<file path="config.mk">
export PLATFORM = sky130hd
export DESIGN_NAME = serial_subtractor
export DESIGN_NICKNAME = d
export VERILOG_FILES = /design/src/rtl/serial_sub_pkg.sv /design/src/rtl/full_sub_bit.sv /design/src/rtl/serial_subtractor.sv
export SDC_FILE = /design/constraint.sdc
export NUM_CORES = 1
export LEC_CHECK = 0
export CAP_MARGIN = 20
export CORE_MARGIN = 8
export CORE_UTILIZATION = 47
export CTS_CLUSTER_DIAMETER = 40
export DETAILED_ROUTE_END_ITERATION = 16
export PLACE_DENSITY = 0.74
export SLEW_MARGIN = 20
export SYNTH_ARGS = -nofsm -noshare
export SYNTH_HDL_FRONTEND = slang
export SYNTH_SLANG_ARGS = --single-unit
</file>
<file path="constraint.sdc">
create_clock -name clk -period 1.4 [get_ports clk]
set_input_delay 0.14 -clock clk [delete_from_list [all_inputs] [get_ports clk]]
set_output_delay 0.14 -clock clk [all_outputs]
set_load 0.02 [all_outputs]
</file>
<file path="src/rtl/serial_sub_pkg.sv">
// Shared definitions for the bit-serial subtractor: state codes and counter sizing.
package serial_sub_pkg;

   localparam logic [1:0] IDLE  = 2'd0;
   localparam logic [1:0] SHIFT = 2'd1;
   localparam logic [1:0] DONE  = 2'd2;

   // Bit counter width: clog2(width), but never narrower than one bit.
   function automatic int unsigned cnt_width(input int unsigned width);
      if (width <= 2)
         return 1;
      return $clog2(width);
   endfunction

endpackage

</file>
<file path="src/rtl/full_sub_bit.sv">
// One-bit full-subtractor cell: d = a - b - bin, bout = borrow out.
module full_sub_bit (
   input  logic a,
   input  logic b,
   input  logic bin,
   output logic d,
   output logic bout
);

   // Difference and borrow equations of a single subtractor stage.
   always_comb begin
      d    = a ^ b ^ bin;
      bout = (~a & b) | (~a & bin) | (b & bin);
   end

endmodule

</file>
<file path="src/rtl/serial_subtractor.sv">
// Bit-serial WIDTH-bit subtractor, LSB first, one bit per clock through a
// single full_sub_bit cell with a registered borrow. start/busy/done handshake.
module serial_subtractor
   import serial_sub_pkg::*;
#(
   parameter int unsigned WIDTH = 8
) (
   input  logic             clk,
   input  logic             rst,
   input  logic             start,
   input  logic [WIDTH-1:0] a,
   input  logic [WIDTH-1:0] b,
   input  logic             bin,
   output logic             busy,
   output logic             done,
   output logic [WIDTH-1:0] diff,
   output logic             borrow_out
);

   localparam int unsigned    CW   = cnt_width(WIDTH);
   localparam logic [CW-1:0]  LAST = CW'(WIDTH - 1);

   logic [1:0]       state;
   logic [WIDTH-1:0] a_sh;
   logic [WIDTH-1:0] b_sh;
   logic [WIDTH-1:0] res_sh;
   logic [WIDTH-1:0] res_next;
   logic [CW-1:0]    cnt;
   logic             brw;
   logic             d;
   logic             bo;

   full_sub_bit u_cell (
      .a    (a_sh[0]),
      .b    (b_sh[0]),
      .bin  (brw),
      .d    (d),
      .bout (bo)
   );

   // Shift the new difference bit in at the MSB; written as shift-or so WIDTH=1 needs no special case.
   always_comb begin
      res_next = (res_sh >> 1) | (WIDTH'(d) << (WIDTH - 1));
   end

   // Status outputs decoded straight from the state register.
   always_comb begin
      busy = (state != IDLE);
      done = (state == DONE);
   end

   // FSM, operand shift registers, borrow flop and result registers.
   always_ff @(posedge clk or posedge rst) begin
      if (rst) begin
         state      <= IDLE;
         a_sh       <= '0;
         b_sh       <= '0;
         res_sh     <= '0;
         cnt        <= '0;
         brw        <= 1'b0;
         diff       <= '0;
         borrow_out <= 1'b0;
      end else begin
         case (state)
            IDLE: begin
               if (start) begin
                  a_sh   <= a;
                  b_sh   <= b;
                  brw    <= bin;
                  cnt    <= '0;
                  res_sh <= '0;
                  state  <= SHIFT;
               end
            end
            SHIFT: begin
               res_sh <= res_next;
               a_sh   <= a_sh >> 1;
               b_sh   <= b_sh >> 1;
               brw    <= bo;
               cnt    <= cnt + CW'(1);
               if (cnt == LAST) begin
                  diff       <= res_next;
                  borrow_out <= bo;
                  state      <= DONE;
               end
            end
            DONE: begin
               state <= IDLE;
            end
            default: begin
               state <= IDLE;
            end
         endcase
      end
   end

endmodule

</file>
## Yosys cells after proc, flatten, opt, wreduce, memory -nomap -nowiden

Cells that the tools add are included.

- Add/sub/neg operators: 1
- Eq/ne operators: 5
- Mux-type cells: 13
- Bitwise logic cells: 9
- Reduce and logical (&&, ||, !) cells: 6

Operators by type and width:

| kind | number |
|---|---|
| $pmux 8 s2 | 3 |
| $mux 8 | 3 |
| $or 7x8->8 | 1 |
| $pmux 3 s2 | 1 |
| $reduce_and 2->1 | 3 |
| $mux 2 | 2 |
| $ne 2x2->1 const B | 2 |
| $pmux 2 s2 | 1 |
| $reduce_bool 2->1 | 2 |
| $add 3x1->3 const B | 1 |
| $and 1x1->1 | 3 |
| $eq 3x3->1 const B | 1 |
| $mux 3 | 1 |
| $eq 2x1->1 const B | 1 |
| $eq 2x2->1 const B | 1 |
| $logic_not 2->1 | 1 |
| $or 1x1->1 | 2 |
| $pmux 1 s2 | 1 |
| $xor 1x1->1 | 2 |
| $mux 1 | 1 |
| $not 1->1 | 1 |

- Bits in registers: 39
- Bits of input ports: 20
- Output and inout bits: 11
- Word-level logic and storage cells: 42

## Longest topological paths before layout

Gate-level depths: netlist (run 1).

- Word-level depth: 5
- Depth in mapped cells: 5
- Gate-level depth less buffers: 4

## Cells and area by module

Synthesis (run 1) repeated with hierarchy kept, for this count alone.

- Cells, all modules: 139
- Area total of the unflattened synthesis: 1717.9 um^2

By module, submodules not included:

| module | instances | cells each | area each (um^2) | seq. area each (um^2) |
|---|---|---|---|---|
| serial_subtractor | 1 | 136 | 1690.4 | 950.9 |
| full_sub_bit | 1 | 3 | 27.5 | 0.0 |

## Least setup slack after synthesis (run 1)

Ideal clock, no wire load.

- Path type: register -> register
- Start: reg cnt[0]
- End: reg borrow_out
- Library setup time: 0.128 ns
- Arrival: 1.327 ns
- Required time: 1.272 ns
- Slack: -0.054 ns
- Stages on the path, launching flop included: 6
- Buffers on the path: 1
- Period minus slack after synthesis: 1.454 ns
- Cell sequence: dfrtp_1 ha_1 ha_1 nand3b_1 buf_2 mux2_1

- Word-level cells in the longest chain between the ends: 2

RTL lines:

| item | RTL line | text |
|---|---|---|
| start, declared | serial_subtractor.sv:28 | `logic [CW-1:0] cnt;` |
| start signal, assigned | serial_subtractor.sv:80 | `cnt <= cnt + CW'(1);` |
| $eq 3x3->1 | serial_subtractor.sv:81 | `if (cnt == LAST) begin` |
| $reduce_and 2->1 (no source line) | - |  |
| end signal, assigned | serial_subtractor.sv:83 | `borrow_out <= bo;` |
| end, declared | serial_subtractor.sv:17 | `output logic borrow_out` |

No other way between the ends.
A chain may end at the register's enable or synchronous reset.

## Final worst setup path (run 1)

- Start: reg cnt[1]
- End: reg diff[5]

- Word-level cells in the longest chain between the ends: 2

RTL lines:

| item | RTL line | text |
|---|---|---|
| $eq 3x3->1 | serial_subtractor.sv:81 |  |
| $reduce_and 2->1 (no source line) | - |  |
| end signal, assigned | serial_subtractor.sv:82 | `diff <= res_next;` |
| end, declared | serial_subtractor.sv:16 | `output logic [WIDTH-1:0] diff,` |

No other way between the ends.

==> metrics, run 1 <==
Fin. Hold Viols=0; Slew HR=74.0%; crit path DAT=1.63 ns; Startpoint Class=flip-flop; RSZ-0062 raised after global routing=true; measured slew at the worst slew-check pin=0.385 ns; Initial Util=49.2%; Crit. End Element=flip-flop; Mapped Cells=146; post-synth net total=169; Int Pwr=3390 uW; slack of the critical path=-0.0582 ns; initial antenna violation count=0; Setup Total Neg Slack=-0.441 ns; reg2reg setup slack=-0.06 ns; NumNets Final=216; crit-path cells=ha_2, ha_4, nand3b_1, buf_6, mux2_4; Routed WL=approximately 4100 um; DR pass1 iterations=4; gpl congestion=0.718; Peak supply drop=0.867 mV; CP max FO=5; Avg Synthesized Cell Area=12.3 sq um; pin count of the biggest net entering global routing=39; skew final=0.00288 ns; sw frac=a little over a third; num rows=22; cell count after placement=226; # setup viols final=9; vias=1327; WP data required=roughly 1.6 ns; Reg power frac=36.7%; CTS Root Cell=clkbuf_8; Min Clock Period, post-route=1.46 ns; CP Buf/Inv Count=1; CTS H-tree lvls=2; CP max stage cell=dfrtp_1; Worst Setup SP=cnt[1]; Tot GR Track Use=13.2%; vias in the first global route=1414; Die Wd=between 70 and 80 um; Ports=31; Setup WS pre-CTS=-0.110 ns; Combinational Power Share=48.9%; Synth cell types=20; hold buffers post-CTS=0; WHS=0.197 ns; Post-DRT Antenna Nets=0; Clock Pin Slew Worst Setup and Hold Paths=~0.07 ns; die height=~78 um; HP Class=primary input to asynchronous set/reset pin; Slew Viols, Final=0; register area share after synthesis=52.8%; most common cell after layout, fill and taps aside=dfrtp_1; P&R area growth vs syn=40.4%; violated checks=negative setup slack; number of antenna diodes=0; status=complete, but fails checks; Post-DP HPWL=about 2700 um; cell leakage power=around 0.0012 uW; CTS Buf Count=5; clock buffer depth=2; mean routed wirelength per cell=17.0 um; Clock Power Share=14.4%; Reg2Reg Depth=5; Yosys reg bits=38; global-route wire length before repair=6490 um; Crit. path cell count=5; Crit path largest cell delay=0.39 ns; max-cap violation count=0; Crit Reg-Reg Startpoint=cnt[1]; Top delay family on crit path=flip-flops; kind of critical path=flip-flop to flip-flop; R2R Path End=diff[5]; share of layout cells above drive strength 1=between 30% and 40%; Final period util=104%; Final Non-Filler Cells=242; core footprint=0.00366 sq mm; Mapped Area=between 0.0015 and 0.002 sq mm; PD cells=2110 mW/mm^2; CTS tree=yes; routed vias/inst=between 5 and 6; DRC viols=0; most frequent cells in the layout=36 x dfrtp_1, 20 x inv_1, 19 x clkdlybuf4s50_1, 17 x buf_4, 13 x nor2_1; total power=approximately 5300 uW; GR Overflow Total=0; Yosys warning count=0; Sw Pwr=just under 2000 uW; Clock Latency Late Sink=0.29 ns; Max Freq=about 0.69 GHz; Port Buffer Count=30; initial drt markers=58; die area=0.00607 sq mm; CTS sink cnt=38
==> worst max-delay path by stage <==
stage | to | slack [ns]
global placement | borrow_out | -0.04
floorplan | borrow_out | 0.006
detailed placement | a_sh[6] | -0.11
finish | diff[5] | -0.06
CTS | diff[7] | -0.11
global route | diff[3] | -0.10
==> area by class of cell <==
cell class,count,area [sq um]
inverter,20,75.1
sequential,38,953
tap,48,60.1
multi-input combinational,75,807
clock inverter,1,5.00
clock buffer,7,86.3
timing repair buffer,53,542
fill,263,1130
==> power groups by stage <==
| stage | Combinational (uW) | Clock (uW) | Sequential, uW |
|---|---|---|---|
| floorplan | 1440 | 0 | 2000 |
| global placement | 2180 | 0 | 1910 |
| detailed placement | 2260 | 0 | 1940 |
| CTS | 2490 | 786 | 1940 |
| global route | 2820 | 828 | 2010 |
| finish | 2600 | 766 | 1960 |
==> synth_stat cells (all sizes together) <==
library cell	count	area share, %
a32o	2	1.1
nand3b	1	0.42
mux2	10	6.3
inv	20	4.2
a221oi	13	9.8
nor4b	13	6.3
a21oi	1	0.28
buf	13	4.8
a22o	9	4.4
ha	2	1.4
nor2	14	2.9
nor2b	4	1.4
dfrtp	38	53
nand2b	2	0.69
fa	1	1.1
o21bai	1	1.0
a222oi	2	1.1
==> tightest hold or removal path: stages <==
cell,delay (ns)
clkdlybuf4s50_1,0.40
inv_1,0.09
buf_12,0.22
==> metal layers <==
metal	global-route usage [%]	part of all wire, %
met4	5.56	1.4
met2	23.0	52
met3	4.84	3.9
met1	14.2	43
met5	0	0
==> what timing repair did <==
item | CTS | global route
endpoints found under the setup margin | 27 | 35
pin swaps | 0 | 1
gates cloned | 1 | 1
gates resized for setup | 21 | 22
setup buffers | 5 | 3
==> cells by family after synthesis <==
group / after synthesis / share of synthesized area, %
AND/OR/NAND/NOR: 34 / 11.7
adder cells (fa/ha/maj): 3 / 2.50
multiplexers: 10 / 6.25
flip-flops: 38 / 52.8
AO/OA/AOI/OAI: 28 / 17.7
buffers and inverters: 33 / 8.96
==> sequential cells by signal, summed over array words and instances (netlist names) <==
register	flops
cnt	3
state	2
borrow_out	1
b_sh	8
diff	8
brw	1
res_sh	7
a_sh	8
==> through the flow <==
stage | instance area, sq um | utilization, %
after floorplan | 1810 | -
after global placement | 2240 | 61.1
after detailed placement | 2240 | 61.1
after CTS | 2450 | 66.8
after global routing | 2530 | 69.1
final | 2530 | 69.1
Power figures use the tool's default switching activity.
==> inputs of run 2 (changes only) <==
--- a/config.mk
+++ b/config.mk
@@ -10,6 +10,7 @@
 export CORE_UTILIZATION = 47
 export CTS_CLUSTER_DIAMETER = 40
 export DETAILED_ROUTE_END_ITERATION = 16
+export GPL_ROUTABILITY_DRIVEN = 0
 export PLACE_DENSITY = 0.74
 export SLEW_MARGIN = 20
 export SYNTH_ARGS = -nofsm -noshare
==> results of run 2 <==
Final layout, timing and power as in run 1 (identical DEF).
==> inputs of run 3 (changes only) <==
--- a/config.mk
+++ b/config.mk
@@ -6,12 +6,14 @@
 export NUM_CORES = 1
 export LEC_CHECK = 0
 export CAP_MARGIN = 20
+export CELL_PAD_IN_SITES_DETAIL_PLACEMENT = 1
+export CELL_PAD_IN_SITES_GLOBAL_PLACEMENT = 1
 export CORE_MARGIN = 8
-export CORE_UTILIZATION = 47
+export CORE_UTILIZATION = 37
 export CTS_CLUSTER_DIAMETER = 40
 export DETAILED_ROUTE_END_ITERATION = 16
 export GPL_ROUTABILITY_DRIVEN = 0
-export PLACE_DENSITY = 0.74
+export PLACE_DENSITY = 0.73
 export SLEW_MARGIN = 20
 export SYNTH_ARGS = -nofsm -noshare
 export SYNTH_HDL_FRONTEND = slang
==> metrics, run 3 (synthesis results as in run 1) <==
PD cells=2140 mW/mm^2 (was 2110 mW/mm^2); most frequent cells in the layout=36 x dfrtp_1, 20 x inv_1, 20 x buf_4, 19 x clkdlybuf4s50_1, 13 x nor2_1 (was 36 x dfrtp_1, 20 x inv_1, 19 x clkdlybuf4s50_1, 17 x buf_4, 13 x nor2_1); biggest regs=a_sh: 8 flops, b_sh: 8 flops, diff: 8 flops (unchanged); Final Non-Filler Cells=263 (was 242); CTS Buf Count=5 (unchanged); Initial Util=38.1% (was 49.2%); Startpoint Class=flip-flop (unchanged); measured slew at the worst slew-check pin=0.386 ns (was 0.385 ns); GR Overflow Total=0 (unchanged); cell leakage power=0.00118 uW (was 0.00122 uW); Max Freq=0.671 GHz (was 0.686 GHz); cell count after placement=246 (was 226); num rows=25 (was 22); Clock Pin Slew Worst Setup and Hold Paths=0.08 ns (was 0.07 ns); sw frac=37.2% (was 36.3%); area post-placement=0.00224 sq mm (about the same); CP max FO=5 (unchanged); initial drt markers=48 (was 58); mean routed wirelength per cell=18.2 um (was 17.0 um); RSZ-0062 raised after global routing=true (unchanged); # setup viols final=9 (unchanged); core footprint=0.00472 sq mm (was 0.00366 sq mm); pin count of the biggest net entering global routing=39 (unchanged); Combinational Power Share=48.0% (was 48.9%); die height=85.8 um (was 77.9 um); skew final=0.00890 ns (was 0.00288 ns); Sw Pwr=1990 uW (was 1940 uW); Port Buffer Count=30 (unchanged); initial antenna violation count=0 (unchanged); CTS sink cnt=38 (unchanged); max-cap violation count=0 (unchanged); cell area after layout=0.00249 sq mm (was 0.00253 sq mm); routed vias/inst=5.21 (was 5.48); Min Clock Period, post-route=1.49 ns (was 1.46 ns); most common cell after layout, fill and taps aside=dfrtp_1 (unchanged); violated checks=negative setup slack (unchanged); FF+latch area=953 sq um (unchanged); area occupied by multi-input gates=792 sq um (was 807 sq um); Ports=31 (unchanged); clock buffer depth=2 (unchanged); CTS H-tree lvls=2 (unchanged); Fin. Hold Viols=0 (unchanged); Final period util=107% (was 104%); WP data required=1.58 ns (about the same); kind of critical path=flip-flop to flip-flop (unchanged); Crit. End Element=flip-flop (unchanged); Fillers=496 (was 263); Post-DRT Antenna Nets=0 (unchanged); Int Pwr=3360 uW (was 3390 uW); number of antenna diodes=0 (unchanged); Reg power frac=37.2% (was 36.7%); Final Util=52.8% (was 69.1%); Tot GR Track Use=13.5% (was 13.2%); Setup WS pre-CTS=-0.164 ns (was -0.110 ns); Routed WL=4780 um (was 4120 um); vias in the first global route=1576 (was 1414); status=complete, but fails checks (unchanged); crit path DAT=1.67 ns (was 1.63 ns); vias=1371 (was 1327); DR pass1 iterations=4 (unchanged); CTS Root Cell=clkbuf_8 (unchanged); CTS tree=yes (unchanged); DRC viols=0 (unchanged); Clock Power Share=14.8% (was 14.4%); slack of the critical path=-0.0913 ns (was -0.0582 ns); die area=0.00735 sq mm (was 0.00607 sq mm); NumNets Final=218 (was 216); Clock Latency Late Sink=0.29 ns (about the same); Slew HR=73.9% (was 74.0%); P&R area growth vs syn=38.6% (was 40.4%); Post-DP HPWL=3040 um (was 2680 um); HP Class=primary input to asynchronous set/reset pin (unchanged); Die Wd=85.8 um (was 77.9 um); Peak supply drop=0.668 mV (was 0.867 mV); Slew Viols, Final=0 (unchanged); global-route wire length before repair=7800 um (was 6490 um); share of layout cells above drive strength 1=32.1% (was 33.0%)
-- run 3: changes by cell type in the layout (fill, tap and decap cells not counted), moves of 2 or more --
cell            previous run  this run
dlygate4sd2_1              3         7
dlymetal6s2s_1             6         2
a221oi_1                   0         3
buf_4                     17        20
a221oi_2                  12        10
-- run 3: layout make-up --
type | count | share of cell area [%]
clock inverters | 1 | 0.201
inverters | 20 | 3.01
repair buffers | 54 | 20.0
multi-input cells | 76 | 31.7
well taps | 67 | 3.36
clock buffers | 7 | 3.46
flip-flops and latches | 38 | 38.2
-- run 3: final timing paths --
| check | start | endpoint | slack, ns | cells after the start |
|---|---|---|---|---|
| setup / recovery | cnt[1] | diff[2] | -0.09 | 5 |
| hold / removal | rst | borrow_out | 0.22 | 3 |
| setup reg to reg | cnt[1] | diff[2] | -0.09 | 5 |
| hold reg to reg | a_sh[7] | a_sh[7] | 0.51 | 1 |
| max in group asynchronous | rst | state[0] | 0.95 | 3 |
| min in group clk | b[0] | b_sh[0] | 0.50 | 3 |
-- run 3: metal layers --
layer	track usage (%)	part of all wire (%)	vias to the layer above
li1	-	-	623
met3	4.20	4.1	12
met1	14.3	40	703
met5	0	0	-
met2	24.7	53	33
met4	4.46	2.3	0
-- run 3: per-stage QoR --
step                      power [uW]  hold slack, ns  TNS [ns]
final                           5350           0.217    -0.788
after detailed placement        4240           0.485     -2.84
after global placement          4090           0.473     -1.14
after CTS                       5230           0.220     -1.24
after floorplan                 3440           0.310         0
after global routing            5730           0.263     -1.54
-- run 3: power by group through the flow --
stage	Sequential, uW	Combinational (uW)	Clock [uW]
2_1_floorplan	2000	1440	0
4_1_cts	1960	2470	802
3_3_place_gp	1910	2180	0
6_report	1990	2570	791
3_5_place_dp	1960	2280	0
5_1_grt	2070	2800	858
-- run 3: what timing repair did --
item                       in CTS  in global routing
hold buffers                    0                  0
setup buffers                   6                  3
setup endpoints to repair      40                 37
cloned                          1                  1
resized for setup              28                 16
pin swaps                       1                  3
-- run 3: critical path, stage by stage (launching register included) --
cell	delay, ns
dfrtp_1	0.43
ha_4	0.19
ha_4	0.16
nand3b_1	0.14
buf_6	0.16
mux2_4	0.30
